<file path="src/rtl/cnn_frame_sched.sv">
// Frame-level sequencer for the CNN display pipeline: shadows config, clears and
// runs the pipeline, counts output writes and swaps ping-pong banks at LCD VSync.
module cnn_frame_sched #(
   parameter int unsigned WIDTH   = 480,
   parameter int unsigned HEIGHT  = 272,
   parameter int unsigned DEPTH   = WIDTH * HEIGHT,
   parameter int unsigned CNT_W   = 17,
   parameter int unsigned CLR_CYC = 4,
   parameter int unsigned TIMEOUT = 262143
) (
   input  logic        iClk,
   input  logic        iRsn,
   input  logic        iEnClk,
   input  logic        iStart,
   input  logic        iCont,
   input  logic        iAbort,
   input  logic [31:0] iReg0,
   input  logic [31:0] iReg1,
   input  logic [31:0] iReg2,
   input  logic [31:0] iReg3,
   input  logic        iWrEn,
   input  logic        iLcdFrameStart,
   output logic [31:0] oCfg0,
   output logic [31:0] oCfg1,
   output logic [31:0] oCfg2,
   output logic [31:0] oCfg3,
   output logic        oPipeClr,
   output logic        oPipeRun,
   output logic        oWrBank,
   output logic        oRdBank,
   output logic        oBusy,
   output logic        oDone,
   output logic        oErr,
   output logic [15:0] oFrameCnt
);

   localparam int unsigned WD_W  = $clog2(TIMEOUT + 1);
   localparam int unsigned CLR_W = (CLR_CYC > 1) ? $clog2(CLR_CYC) : 1;

   localparam logic [CNT_W-1:0] LAST_PIX = CNT_W'(DEPTH - 1);
   localparam logic [WD_W-1:0]  WD_LAST  = WD_W'(TIMEOUT - 1);
   localparam logic [CLR_W-1:0] CLR_LAST = CLR_W'(CLR_CYC - 1);

   typedef enum logic [2:0] {
      S_IDLE,
      S_LOAD,
      S_CLEAR,
      S_RUN,
      S_SWAP
   } state_e;

   state_e             state_q, state_d;
   logic               start_q, start_d;
   logic [3:0][31:0]   cfg_q, cfg_d;
   logic               clr_q, clr_d;
   logic               run_q, run_d;
   logic               wr_bank_q, wr_bank_d;
   logic               rd_bank_q, rd_bank_d;
   logic               done_q, done_d;
   logic               err_q, err_d;
   logic [15:0]        frame_q, frame_d;
   logic [CNT_W-1:0]   pix_q, pix_d;
   logic [WD_W-1:0]    wd_q, wd_d;
   logic [CLR_W-1:0]   clrc_q, clrc_d;
   logic               abort_pend_q, abort_pend_d;
   logic               start_edge;

   always_ff @(posedge iClk or negedge iRsn) begin
      if (!iRsn) begin
         state_q      <= S_IDLE;
         start_q      <= 1'b0;
         cfg_q        <= '0;
         clr_q        <= 1'b0;
         run_q        <= 1'b0;
         wr_bank_q    <= 1'b0;
         rd_bank_q    <= 1'b1;
         done_q       <= 1'b0;
         err_q        <= 1'b0;
         frame_q      <= '0;
         pix_q        <= '0;
         wd_q         <= '0;
         clrc_q       <= '0;
         abort_pend_q <= 1'b0;
      end else begin
         state_q      <= state_d;
         start_q      <= start_d;
         cfg_q        <= cfg_d;
         clr_q        <= clr_d;
         run_q        <= run_d;
         wr_bank_q    <= wr_bank_d;
         rd_bank_q    <= rd_bank_d;
         done_q       <= done_d;
         err_q        <= err_d;
         frame_q      <= frame_d;
         pix_q        <= pix_d;
         wd_q         <= wd_d;
         clrc_q       <= clrc_d;
         abort_pend_q <= abort_pend_d;
      end
   end

   // Next-state logic; nothing moves unless the pixel-rate enable is high.
   always_comb begin
      state_d      = state_q;
      start_d      = start_q;
      cfg_d        = cfg_q;
      clr_d        = clr_q;
      run_d        = run_q;
      wr_bank_d    = wr_bank_q;
      rd_bank_d    = rd_bank_q;
      done_d       = done_q;
      err_d        = err_q;
      frame_d      = frame_q;
      pix_d        = pix_q;
      wd_d         = wd_q;
      clrc_d       = clrc_q;
      abort_pend_d = abort_pend_q;
      start_edge   = iStart & ~start_q;

      if (iEnClk) begin
         start_d = iStart;
         unique case (state_q)
            S_IDLE: begin
               if (start_edge) begin
                  done_d       = 1'b0;
                  err_d        = 1'b0;
                  abort_pend_d = 1'b0;
                  state_d      = S_LOAD;
               end
            end
            S_LOAD: begin
               if (iAbort) begin
                  err_d   = 1'b1;
                  clr_d   = 1'b0;
                  run_d   = 1'b0;
                  state_d = S_IDLE;
               end else begin
                  cfg_d   = {iReg3, iReg2, iReg1, iReg0};
                  clr_d   = 1'b1;
                  clrc_d  = '0;
                  state_d = S_CLEAR;
               end
            end
            S_CLEAR: begin
               pix_d = '0;
               wd_d  = '0;
               if (iAbort) begin
                  err_d   = 1'b1;
                  clr_d   = 1'b0;
                  run_d   = 1'b0;
                  state_d = S_IDLE;
               end else if (clrc_q == CLR_LAST) begin
                  clr_d   = 1'b0;
                  run_d   = 1'b1;
                  state_d = S_RUN;
               end else begin
                  clrc_d = clrc_q + CLR_W'(1);
               end
            end
            S_RUN: begin
               // Priority: abort, then frame completion, then watchdog.
               if (iAbort) begin
                  err_d   = 1'b1;
                  clr_d   = 1'b0;
                  run_d   = 1'b0;
                  state_d = S_IDLE;
               end else if (iWrEn && (pix_q == LAST_PIX)) begin
                  pix_d   = pix_q + CNT_W'(1);
                  run_d   = 1'b0;
                  state_d = S_SWAP;
               end else begin
                  if (iWrEn) begin
                     pix_d = pix_q + CNT_W'(1);
                  end
                  wd_d = wd_q + WD_W'(1);
                  if (wd_q == WD_LAST) begin
                     err_d   = 1'b1;
                     run_d   = 1'b0;
                     state_d = S_IDLE;
                  end
               end
            end
            S_SWAP: begin
               // Abort is held off until the bank swap has happened.
               if (iLcdFrameStart) begin
                  wr_bank_d    = ~wr_bank_q;
                  rd_bank_d    = ~rd_bank_q;
                  done_d       = 1'b1;
                  frame_d      = frame_q + 16'd1;
                  abort_pend_d = 1'b0;
                  if (iAbort || abort_pend_q) begin
                     err_d   = 1'b1;
                     state_d = S_IDLE;
                  end else if (iCont) begin
                     state_d = S_LOAD;
                  end else begin
                     state_d = S_IDLE;
                  end
               end else if (iAbort) begin
                  abort_pend_d = 1'b1;
               end
            end
            default: state_d = S_IDLE;
         endcase
      end
   end

   assign oCfg0     = cfg_q[0];
   assign oCfg1     = cfg_q[1];
   assign oCfg2     = cfg_q[2];
   assign oCfg3     = cfg_q[3];
   assign oPipeClr  = clr_q;
   assign oPipeRun  = run_q;
   assign oWrBank   = wr_bank_q;
   assign oRdBank   = rd_bank_q;
   assign oBusy     = (state_q != S_IDLE);
   assign oDone     = done_q;
   assign oErr      = err_q;
   assign oFrameCnt = frame_q;

endmodule
</file>
<file path="config.mk">
export PLATFORM = sky130hd
export DESIGN_NAME = cnn_frame_sched
export DESIGN_NICKNAME = d
export VERILOG_FILES = /design/src/rtl/cnn_frame_sched.sv
export SDC_FILE = /design/constraint.sdc
export NUM_CORES = 1
export LEC_CHECK = 0
export CELL_PAD_IN_SITES_DETAIL_PLACEMENT = 1
export CELL_PAD_IN_SITES_GLOBAL_PLACEMENT = 2
export CORE_AREA = 5 5 171 173
export CTS_BUF_LIST = sky130_fd_sc_hd__clkbuf_4
export CTS_CLUSTER_SIZE = 24
export DETAILED_ROUTE_END_ITERATION = 6
export DIE_AREA = 0 0 176 178
export PLACE_DENSITY = 0.92
export SYNTH_ARGS = -nofsm -noshare
export SYNTH_HDL_FRONTEND = slang
export SYNTH_SLANG_ARGS = --single-unit
</file>
<file path="constraint.sdc">
create_clock -name iClk -period 2.2 [get_ports iClk]
set_input_delay 0.44 -clock iClk [delete_from_list [all_inputs] [get_ports iClk]]
set_output_delay 0.44 -clock iClk [all_outputs]
set_load 0.02 [all_outputs]
</file>
==> results.json, run 1 <==
{
  "critPathSlowestCell": "dfrtp_2",
  "ff2ff_setup_slack_ns": 0.19,
  "drt_iter0_markers": 219,
  "syn_to_final_growth_pct": 48.89,
  "grt_antenna_before_repair": 1,
  "r2r-start": "pix_q[0]$_DFFE_PN0P_",
  "die_h_um": 178,
  "rsz0062_at_grt": "false",
  "viasPerCell": 4.744,
  "gp_congestion": 0.7874,
  "ff_latch_area_mm2": 0.004810,
  "ys_ff_latch": 192,
  "wire_per_inst_um": 19.43,
  "synth_area_mm2": 0.008135,
  "cap_viol_max_count": 0,
  "yosysWarnings": 0,
  "grt_max_degree": 45,
  "path_max_fanout": 2,
  "finClkSkew_ns": 0.03154,
  "syn_nets": 777,
  "final-hold-violation-count": 0,
  "min_period_ns": 2.090,
  "clock_path_buffers": 2,
  "r2r.worst_path.cells": 7,
  "numCtsBuffers": 17,
  "dr_total_vias": 6290,
  "power_mw": 14.37,
  "dp.cells": 1289,
  "power.density_mw_per_mm2": 1186,
  "boundaryPins": 287,
  "layout.cells.most_common": "clkdlybuf4s50_1",
  "grt_use_total_pct": 16.58,
  "fin_cells": 1326,
  "grt_pass1_vias": 7064,
  "hpwl_mm": 19.97,
  "setup_viol": 0,
  "clock_sinks": 192,
  "rows": 61,
  "syn-instance-count": 636,
  "cts_tree": "built",
  "clk_pin_slew_ns": 0.20,
  "yosysUniqueCellTypes": 55,
  "seq_area_frac_synth_pct": 59.07,
  "worstSetupEndpointType": "output pin",
  "ctsHtreeMaxLevel": 4,
  "cp-start-kind": "flip-flop",
  "cp.required_ns": 1.76,
  "drive_gt1_share_pct": 23.70,
  "status": "completed",
  "tightestPinTransition_ns": 0.6054,
  "slew_viol_final": 0,
  "core_area_mm2": 0.02748,
  "drc": 0,
  "hp-class": "in2async",
  "crit_chain": "or3_1, buf_2",
  "start_util_pct": 29.61,
  "cp.arrival_ns": 1.65,
  "critPathBufInv": 1,
  "cpLargestDelayFamily": "flip-flops",
  "final.period_utilization_pct": 94.98,
  "layout_common_cells": "clkdlybuf4s50_1, dfrtp_1, mux2_2",
  "fp.dieArea_mm2": 0.03133,
  "multi_input_area_mm2": 0.003167,
  "nFillCells": 2946,
  "relSlewSlack_pct": 58.59,
  "p_leak_nw": 5.317,
  "wl_mm": 25.76,
  "root_buffer": "clkbuf_4",
  "firstDrtPassIters": 4,
  "nets": 1107,
  "critPathKind": "reg2out",
  "grt_overflow_total": 0,
  "grt_pass1_wl_mm": 40.65,
  "peakVddDrop_v": 0.0006815,
  "clk_latency_ns": 0.57,
  "avgSynthCellArea_um2": 12.79,
  "drt.antenna.violating_nets": 0,
  "synth_edf_count": 0,
  "die_w_um": 176,
  "portBuffers": 286,
  "async_flop_share_pct": 100.0,
  "clock.fmax_mhz": 478.6,
  "synth_flop_cell": "dfrtp_1",
  "rr_endpoint": "wd_q[16]$_DFFE_PN0P_",
  "cpPeakStageDelay_ns": 0.46
}
[sequential cells by signal, indices dropped and copies added, names as in the netlist, 2 cells and up]
signal / count
oCfg0: 32
oCfg1: 32
oCfg2: 32
oCfg3: 32
wd_q: 18
pix_q: 17
oFrameCnt: 16
state_q: 3
clrc_q: 2
[how the worst max path moves through the flow]
stage	from	endpoint	cells past startpoint
after floorplan	state_q[2]$_DFFE_PN0P_	oErr$_DFFE_PN0P_	6
after CTS	oFrameCnt[7]$_DFFE_PN0P_	oFrameCnt[7]	1
after detailed placement	iEnClk	wd_q[16]$_DFFE_PN0P_	6
final	state_q[0]$_DFFE_PN0P_	oBusy	2
after global placement	iAbort	oCfg2[16]$_DFFE_PN0P_	6
after global routing	oFrameCnt[12]$_DFFE_PN0P_	oFrameCnt[12]	1
[report_power, final]
part           leakage [nW]  switching, mW  internal [mW]  total [mW]
Combinational          2.76           3.36           3.54        6.90
Clock                 0.158           1.45          0.529        1.98
Sequential             2.40          0.701           4.78        5.48
[worst reg2reg max path, cell delays in order, from the launching register on]
cell and delay, ns:
dfrtp_1 0.46, ha_1 0.25, nand4_1 0.16, buf_4 0.14, nor3_1 0.06, a2111oi_0 0.61
xnor2_1 0.18, nor2_1 0.05
[area by class of cell]
type | count | share of cell area, %
repair buffers | 340 | 27.85
inverters | 9 | 0.2789
well taps | 346 | 3.574
clock buffers | 17 | 1.054
diodes | 1 | 0.02066
flip-flops and latches | 192 | 39.71
clock inverters | 15 | 1.374
multi-input cells | 406 | 26.14
[what timing repair did]
action | in CTS | in global routing
endpoints found under the setup margin | 8 | 15
hold buffers | 1 | 0
buffers inserted | 3 | 0
hold endpoints to repair | 37 | 0
gates resized for setup | 14 | 11
[stage by stage]
stage / TNS, ns / util, % / hold WS (ns) / setup slack [ns] / cell area (um^2)
floorplan: 0 / - / 0.1444 / 0.3651 / 8135
global placement: -12.78 / 42.82 / 0.4064 / -0.1086 / 11770
detailed placement: -15.85 / 42.82 / 0.4076 / -0.1559 / 11770
CTS: 0 / 43.98 / 0.2664 / 0.0003926 / 12080
global route: 0 / 44.08 / 0.3071 / 0.001437 / 12110
finish: 0 / 44.08 / 0.3339 / 0.1105 / 12110
[layer usage]
layer	wire length, um	vias to the layer above	track usage [%]
li1	-	2893	-
met1	9883	3182	19.23
met2	13300	194	28.80
met3	2170	21	6.740
met4	412	0	3.964
met5	0	-	0
[logic make-up after synthesis]
family | count (synthesis) | synth area share (%)
DFF | 192 | 59.07
and+or+nand+nor | 168 | 10.72
muxes | 131 | 18.12
AOI/OAI and AO/OA | 65 | 5.183
buffers and inverters | 38 | 2.153
xor gates and xnor gates | 37 | 3.983
adders and majority gates | 5 | 0.7690
[synthesized netlist by cell type (all sizes together) (2+ instances only)]
cell type	instances	share of area, %
a21o	3	0.28
and3	7	0.54
a2111oi	3	0.55
ha	5	0.77
nor3b	2	0.18
xnor2	22	2.4
nor2	38	1.8
nor3	8	0.55
dfrtp	191	59
nand4	11	0.85
nand2b	5	0.38
nand2	40	1.8
nand3b	6	0.55
o21ai	23	1.4
buf	23	1.5
nand4b	2	0.22
a21oi	17	1.0
clkbuf	6	0.28
nor4	3	0.31
and4	6	0.68
or3	8	0.62
mux2	130	18
and2	7	0.55
inv	9	0.42
a31oi	2	0.15
a211oi	2	0.18
nand3	21	1.3
xor2	15	1.6
a311oi	2	0.22
(Power assumes the default switching activity.)
==> run 2: changes to the inputs <==
--- a/config.mk
+++ b/config.mk
@@ -12,7 +12,9 @@
 export CTS_CLUSTER_SIZE = 24
 export DETAILED_ROUTE_END_ITERATION = 6
 export DIE_AREA = 0 0 176 178
+export HOLD_SLACK_MARGIN = 0.03
 export PLACE_DENSITY = 0.92
+export SKIP_CTS_REPAIR_TIMING = 1
 export SYNTH_ARGS = -nofsm -noshare
 export SYNTH_HDL_FRONTEND = slang
 export SYNTH_SLANG_ARGS = --single-unit
==> constraint.sdc (replaced) <==
create_clock -name iClk -period 2.2 [get_ports iClk]
set_input_delay 0.44 -clock iClk [delete_from_list [all_inputs] [get_ports iClk]]
set_output_delay 0.44 -clock iClk [all_outputs]
set_load 0.1 [all_outputs]
==> run 2 against run 1 <==
The flow now finishes with violations (setup timing). Global-route usage down 0.69 points. Sequential share of layout area up 1.0 points. Die area unchanged. Cell count up 0.38%. Wire length down 2.3%. Register-to-register slack worse by 0.05 ns. Core utilization down 1.1 points. Setup slack worse by 0.14 ns. Fmax down 6.3%. Worst hold slack worse by 0.0040 ns. Count of clock-buffer cells in the layout unchanged. Largest cell class unchanged.
==> results.json, run 2 (synthesis gave the netlist of run 1 again) <==
{
  "drt_iter0_markers": 239,
  "core_area_mm2": 0.02748,
  "dpl_worst_slack_ns": -0.1564,
  "grt_max_degree": 56,
  "critPathKind": "reg2out",
  "drive_gt1_share_pct": 39.33,
  "gp_congestion": 0.7781,
  "cts_tree": "built",
  "boundaryPins": 287,
  "rsz0062_at_grt": "true",
  "fin_cells": 1331,
  "cap_viol_max_count": 0,
  "die_w_um": 176,
  "layout_common_cells": "buf_4, dfrtp_1, clkdlybuf4s50_1",
  "crit_start": "state_q[0]$_DFFE_PN0P_",
  "multi_input_area_mm2": 0.003173,
  "grt_use_total_pct": 15.88,
  "wire_per_inst_um": 18.91,
  "cpPeakStageDelay_ns": 0.47,
  "layout.cells.most_common": "buf_4",
  "cp-start-kind": "flip-flop",
  "cp.required_ns": 1.76,
  "cp.depth": 3,
  "wl_mm": 25.16,
  "grt_pass1_vias": 6780,
  "dpl_cell_area_mm2": 0.01138,
  "grt_overflow_total": 0,
  "drt.antenna.violating_nets": 0,
  "ff_latch_area_mm2": 0.004807,
  "numCtsBuffers": 17,
  "dr_total_vias": 6294,
  "violations": "setup timing",
  "r2r-start": "pix_q[0]$_DFFE_PN0P_",
  "setup_viol": 1,
  "ctsHtreeMaxLevel": 4,
  "critPathBufInv": 2,
  "dp.cells": 1289,
  "fin_tns_setup_ns": -0.02911,
  "root_buffer": "clkbuf_4",
  "viasPerCell": 4.729,
  "nFillCells": 2982,
  "grt_antenna_before_repair": 1,
  "fp.dieArea_mm2": 0.03133,
  "grt_pass1_wl_mm": 38.94,
  "final-hold-violation-count": 0,
  "portBuffers": 286,
  "path_max_fanout": 7,
  "cpLargestDelayFamily": "flip-flops",
  "relSlewSlack_pct": 65.60,
  "syn_to_final_growth_pct": 45.14,
  "worstSetupEndpointType": "output pin",
  "crit_chain": "buf_6, or3_4, buf_12",
  "status": "complete, but fails checks",
  "setup_slack_ns": -0.02911,
  "clock_sinks": 192,
  "ff2ff_setup_slack_ns": 0.14,
  "min_period_ns": 2.229,
  "design_area_mm2": 0.01181,
  "start_util_pct": 29.61,
  "finClkSkew_ns": 0.03590,
  "cp.arrival_ns": 1.79,
  "drc": 0,
  "die_h_um": 178,
  "clk_latency_ns": 0.59,
  "hp-class": "in2async",
  "slew_viol_final": 0,
  "tightestPinTransition_ns": 0.5030,
  "clock.fmax_mhz": 448.6,
  "r2r.worst_path.cells": 8,
  "nets": 1112,
  "firstDrtPassIters": 4,
  "rows": 61,
  "clk_pin_slew_ns": 0.23,
  "clock_path_buffers": 2,
  "hpwl_mm": 19.62,
  "final.period_utilization_pct": 101.3,
  "critPathSlowestCell": "dfrtp_1"
}
==> run 2: cell types whose count changed in the layout (fill, tap and decap cells not counted), sizes merged <==
cell | before | now
clkdlybuf4s50 | 267 | 134
inv | 16 | 18
dlygate4sd2 | 7 | 0
dlymetal6s2s | 10 | 0
clkinv | 8 | 6
buf | 54 | 209
==> run 2: path summary, 6_finish.rpt <==
| check | end |
|---|---|
| max in group asynchronous | oRdBank$_DFFE_PN1P_ |
| max | oBusy |
| max reg2reg | wd_q[14]$_DFFE_PN0P_ |
| min | oCfg0[23]$_DFFE_PN0P_ |
| min in group iClk | oCfg3[0]$_DFFE_PN0P_ |
| min reg2reg | oWrBank$_DFFE_PN0P_ |
==> run 2: layer usage <==
layer  track usage (%)  routed length [um]  vias up
met4             4.646                 580        0
met1             18.12                9651     3161
met3             7.143                2239       35
li1                  -                   -     2904
met5                 0                   0        -
met2             27.02               12690      194
==> run 2: stage by stage <==
| stage | utilization [%] | hold WS, ns |
|---|---|---|
| 6_report | 42.97 | 0.3299 |
| 5_1_grt | 42.97 | 0.2738 |
| 4_1_cts | 42.66 | -0.3203 |
| 3_5_place_dp | 41.40 | 0.4200 |
| 3_3_place_gp | 41.40 | 0.4218 |
| 2_1_floorplan | - | 0.1444 |
==> run 2: final cells by class <==
| cell class | instances | area share, % |
|---|---|---|
| well taps | 346 | 3.666 |
| diodes | 1 | 0.02119 |
| multi-input cells | 406 | 26.87 |
| clock buffers | 17 | 1.081 |
| repair buffers | 345 | 25.52 |
| flip-flops and latches | 192 | 40.71 |
| inverters | 9 | 0.2861 |
| clock inverters | 15 | 1.844 |
==> run 2: worst register-to-register path, delay by kind of cell (launching register included) <==
kind,cells,cell delay (ns)
fa+ha+maj,1,0.24
buf+inv,2,0.34
simple gates,3,0.27
compound gates,1,0.52
xor+xnor,1,0.11
flops,1,0.46
Power of run 2 is left out: the tool's default activity adds up to more than one toggle a clock period on the data nets, which glitch-free logic cannot reach.
==> run 3: changes to the inputs <==
--- a/config.mk
+++ b/config.mk
@@ -7,13 +7,15 @@
 export LEC_CHECK = 0
 export CELL_PAD_IN_SITES_DETAIL_PLACEMENT = 1
 export CELL_PAD_IN_SITES_GLOBAL_PLACEMENT = 2
-export CORE_AREA = 5 5 171 173
+export CORE_AREA = 5 5 146 148
 export CTS_BUF_LIST = sky130_fd_sc_hd__clkbuf_4
 export CTS_CLUSTER_SIZE = 24
 export DETAILED_ROUTE_END_ITERATION = 6
-export DIE_AREA = 0 0 176 178
+export DIE_AREA = 0 0 151 153
+export DONT_BUFFER_PORTS = 1
+export GPL_TIMING_DRIVEN = 1
 export HOLD_SLACK_MARGIN = 0.03
-export PLACE_DENSITY = 0.92
+export PLACE_DENSITY = 0.91
 export SKIP_CTS_REPAIR_TIMING = 1
 export SYNTH_ARGS = -nofsm -noshare
 export SYNTH_HDL_FRONTEND = slang
==> run 3 against run 2 <==
Core utilization up 9.1 points. Critical path type unchanged. Worst hold slack got worse by 0.79 ns. Via count fell by 8.6%. Global-route usage up 2.2 points. Cell count is 18% lower. The run ends with hold timing left. Fmax up 3.3%. Register-to-register slack gained 0.07 ns. Non-clock buffer count shrank 171.
==> results.json, run 3 (synthesis gave the netlist of run 1 again) <==
{
  "worstSetupEndpointType": "output pin",
  "dpl_cell_area_mm2": 0.008622,
  "wl_mm": 25.20,
  "fin_cells": 1086,
  "hp-class": "in2async",
  "clock_sinks": 192,
  "wire_per_inst_um": 23.21,
  "clock_path_buffers": 2,
  "cpLargestDelayFamily": "flip-flops",
  "dr_total_vias": 5755,
  "grt_pass1_vias": 5815,
  "slew_viol_final": 0,
  "drive_gt1_share_pct": 26.94,
  "grt_antenna_before_repair": 3,
  "drc": 0,
  "firstDrtPassIters": 4,
  "clock.fmax_mhz": 463.3,
  "cts_tree": "built",
  "viasPerCell": 5.299,
  "fp.dieArea_mm2": 0.02310,
  "boundaryPins": 287,
  "drt.antenna.violating_nets": 0,
  "status": "complete, but fails checks",
  "relSlewSlack_pct": 30.41,
  "die_w_um": 151,
  "violations": "hold timing",
  "final-hold-violation-count": 192,
  "final.period_utilization_pct": 98.10,
  "path_max_fanout": 5,
  "grt_use_total_pct": 18.10,
  "rsz0062_at_grt": "true",
  "nFillCells": 2003,
  "rows": 52,
  "clk_latency_ns": 0.59,
  "cap_viol_max_count": 0,
  "min_period_ns": 2.158,
  "critPathKind": "reg2out",
  "hpwl_mm": 15.25,
  "root_buffer": "clkbuf_4",
  "grt_max_degree": 193,
  "layout_common_cells": "dfrtp_1, dlygate4sd3_1, mux2_2",
  "die_h_um": 153,
  "fin_tns_setup_ns": 0,
  "holdWs_ns": -0.4636,
  "critPathBufInv": 2,
  "cp.required_ns": 1.76,
  "portBuffers": 0,
  "clk_pin_slew_ns": 0.23,
  "core_area_mm2": 0.01991,
  "cp.arrival_ns": 1.72,
  "numCtsBuffers": 17,
  "nets": 941,
  "grt_overflow_total": 0,
  "drt_iter0_markers": 214,
  "crit_chain": "buf_6, or3_4, buf_12",
  "setup_viol": 0,
  "layout.cells.most_common": "dfrtp_1",
  "syn_to_final_growth_pct": 27.47,
  "tightestPinTransition_ns": 1.044,
  "dp.cells": 913,
  "grt_pass1_wl_mm": 33.17,
  "gp_congestion": 0.7949,
  "ctsHtreeMaxLevel": 4,
  "finClkSkew_ns": 0.03507,
  "multi_input_area_mm2": 0.003178,
  "design_area_mm2": 0.01037,
  "ff_latch_area_mm2": 0.004808,
  "critPathSlowestCell": "dfrtp_2",
  "cpPeakStageDelay_ns": 0.47,
  "cp-start-kind": "flip-flop",
  "start_util_pct": 40.86
}
run 3: cell types whose count changed in the layout (fill, tap and decap cells not counted), moves of 2 or more:
cell             change
inv_8                +2
dlygate4sd3_1      +131
buf_4              -165
diode_2              +2
buf_12               -5
inv_12               -2
inv_6                -2
clkinvlp_4           +2
clkdlybuf4s50_1    -134
run 3: routing by layer:
layer | vias to the layer above | share of wire (%) | GRT usage (%) | wire length, um
li1 | 2577 | - | - | -
met1 | 2957 | 37 | 20.41 | 9255
met2 | 190 | 55 | 31.82 | 13910
met3 | 31 | 6.2 | 7.551 | 1565
met4 | 0 | 1.9 | 4.059 | 474
met5 | - | 0 | 0 | 0
run 3: worst paths after layout:
check	start	to	slack (ns)	cells after the start
max in group asynchronous	iRsn	oCfg0[23]$_DFFE_PN0P_	2.38	0
setup / recovery	state_q[1]$_DFFE_PN0P_	oBusy	0.04	3
hold / removal	iRsn	oCfg1[2]$_DFFE_PN0P_	-0.46	0
hold reg to reg	oFrameCnt[15]$_DFFE_PN0P_	oFrameCnt[15]$_DFFE_PN0P_	0.49	1
setup reg to reg	state_q[2]$_DFFE_PN0P_	oCfg0[23]$_DFFE_PN0P_	0.21	6
min in group iClk	iEnClk	abort_pend_q$_DFFE_PN0P_	0.08	3
run 3: through the flow:
step / setup WS (ns) / util, %
after CTS: -0.1667 / 44.87
after global routing: -0.04794 / 52.09
after global placement: 0.2509 / 43.31
after floorplan: 0.1003 / -
after detailed placement: 0.08834 / 43.31
final: 0.04179 / 52.09
run 3: layout make-up:
class	count	area share, %
Clock inverter	15	1.762
Multi-Input combinational cell	406	30.65
Antenna cell	3	0.07239
Timing Repair Buffer	174	16.34
Clock buffer	17	1.231
Sequential cell	192	46.37
Tap cell	270	3.258
Inverter	9	0.3258
run 3: worst reg2reg max path, cell delays in order (launching register included):
cell and delay, ns:
dfrtp_2 0.48, buf_4 0.16, nand2b_1 0.22, nor2_1 0.23, nand2_4 0.13, buf_16 0.22, mux2_2 0.43
Power of run 3 is left out for the same reason.
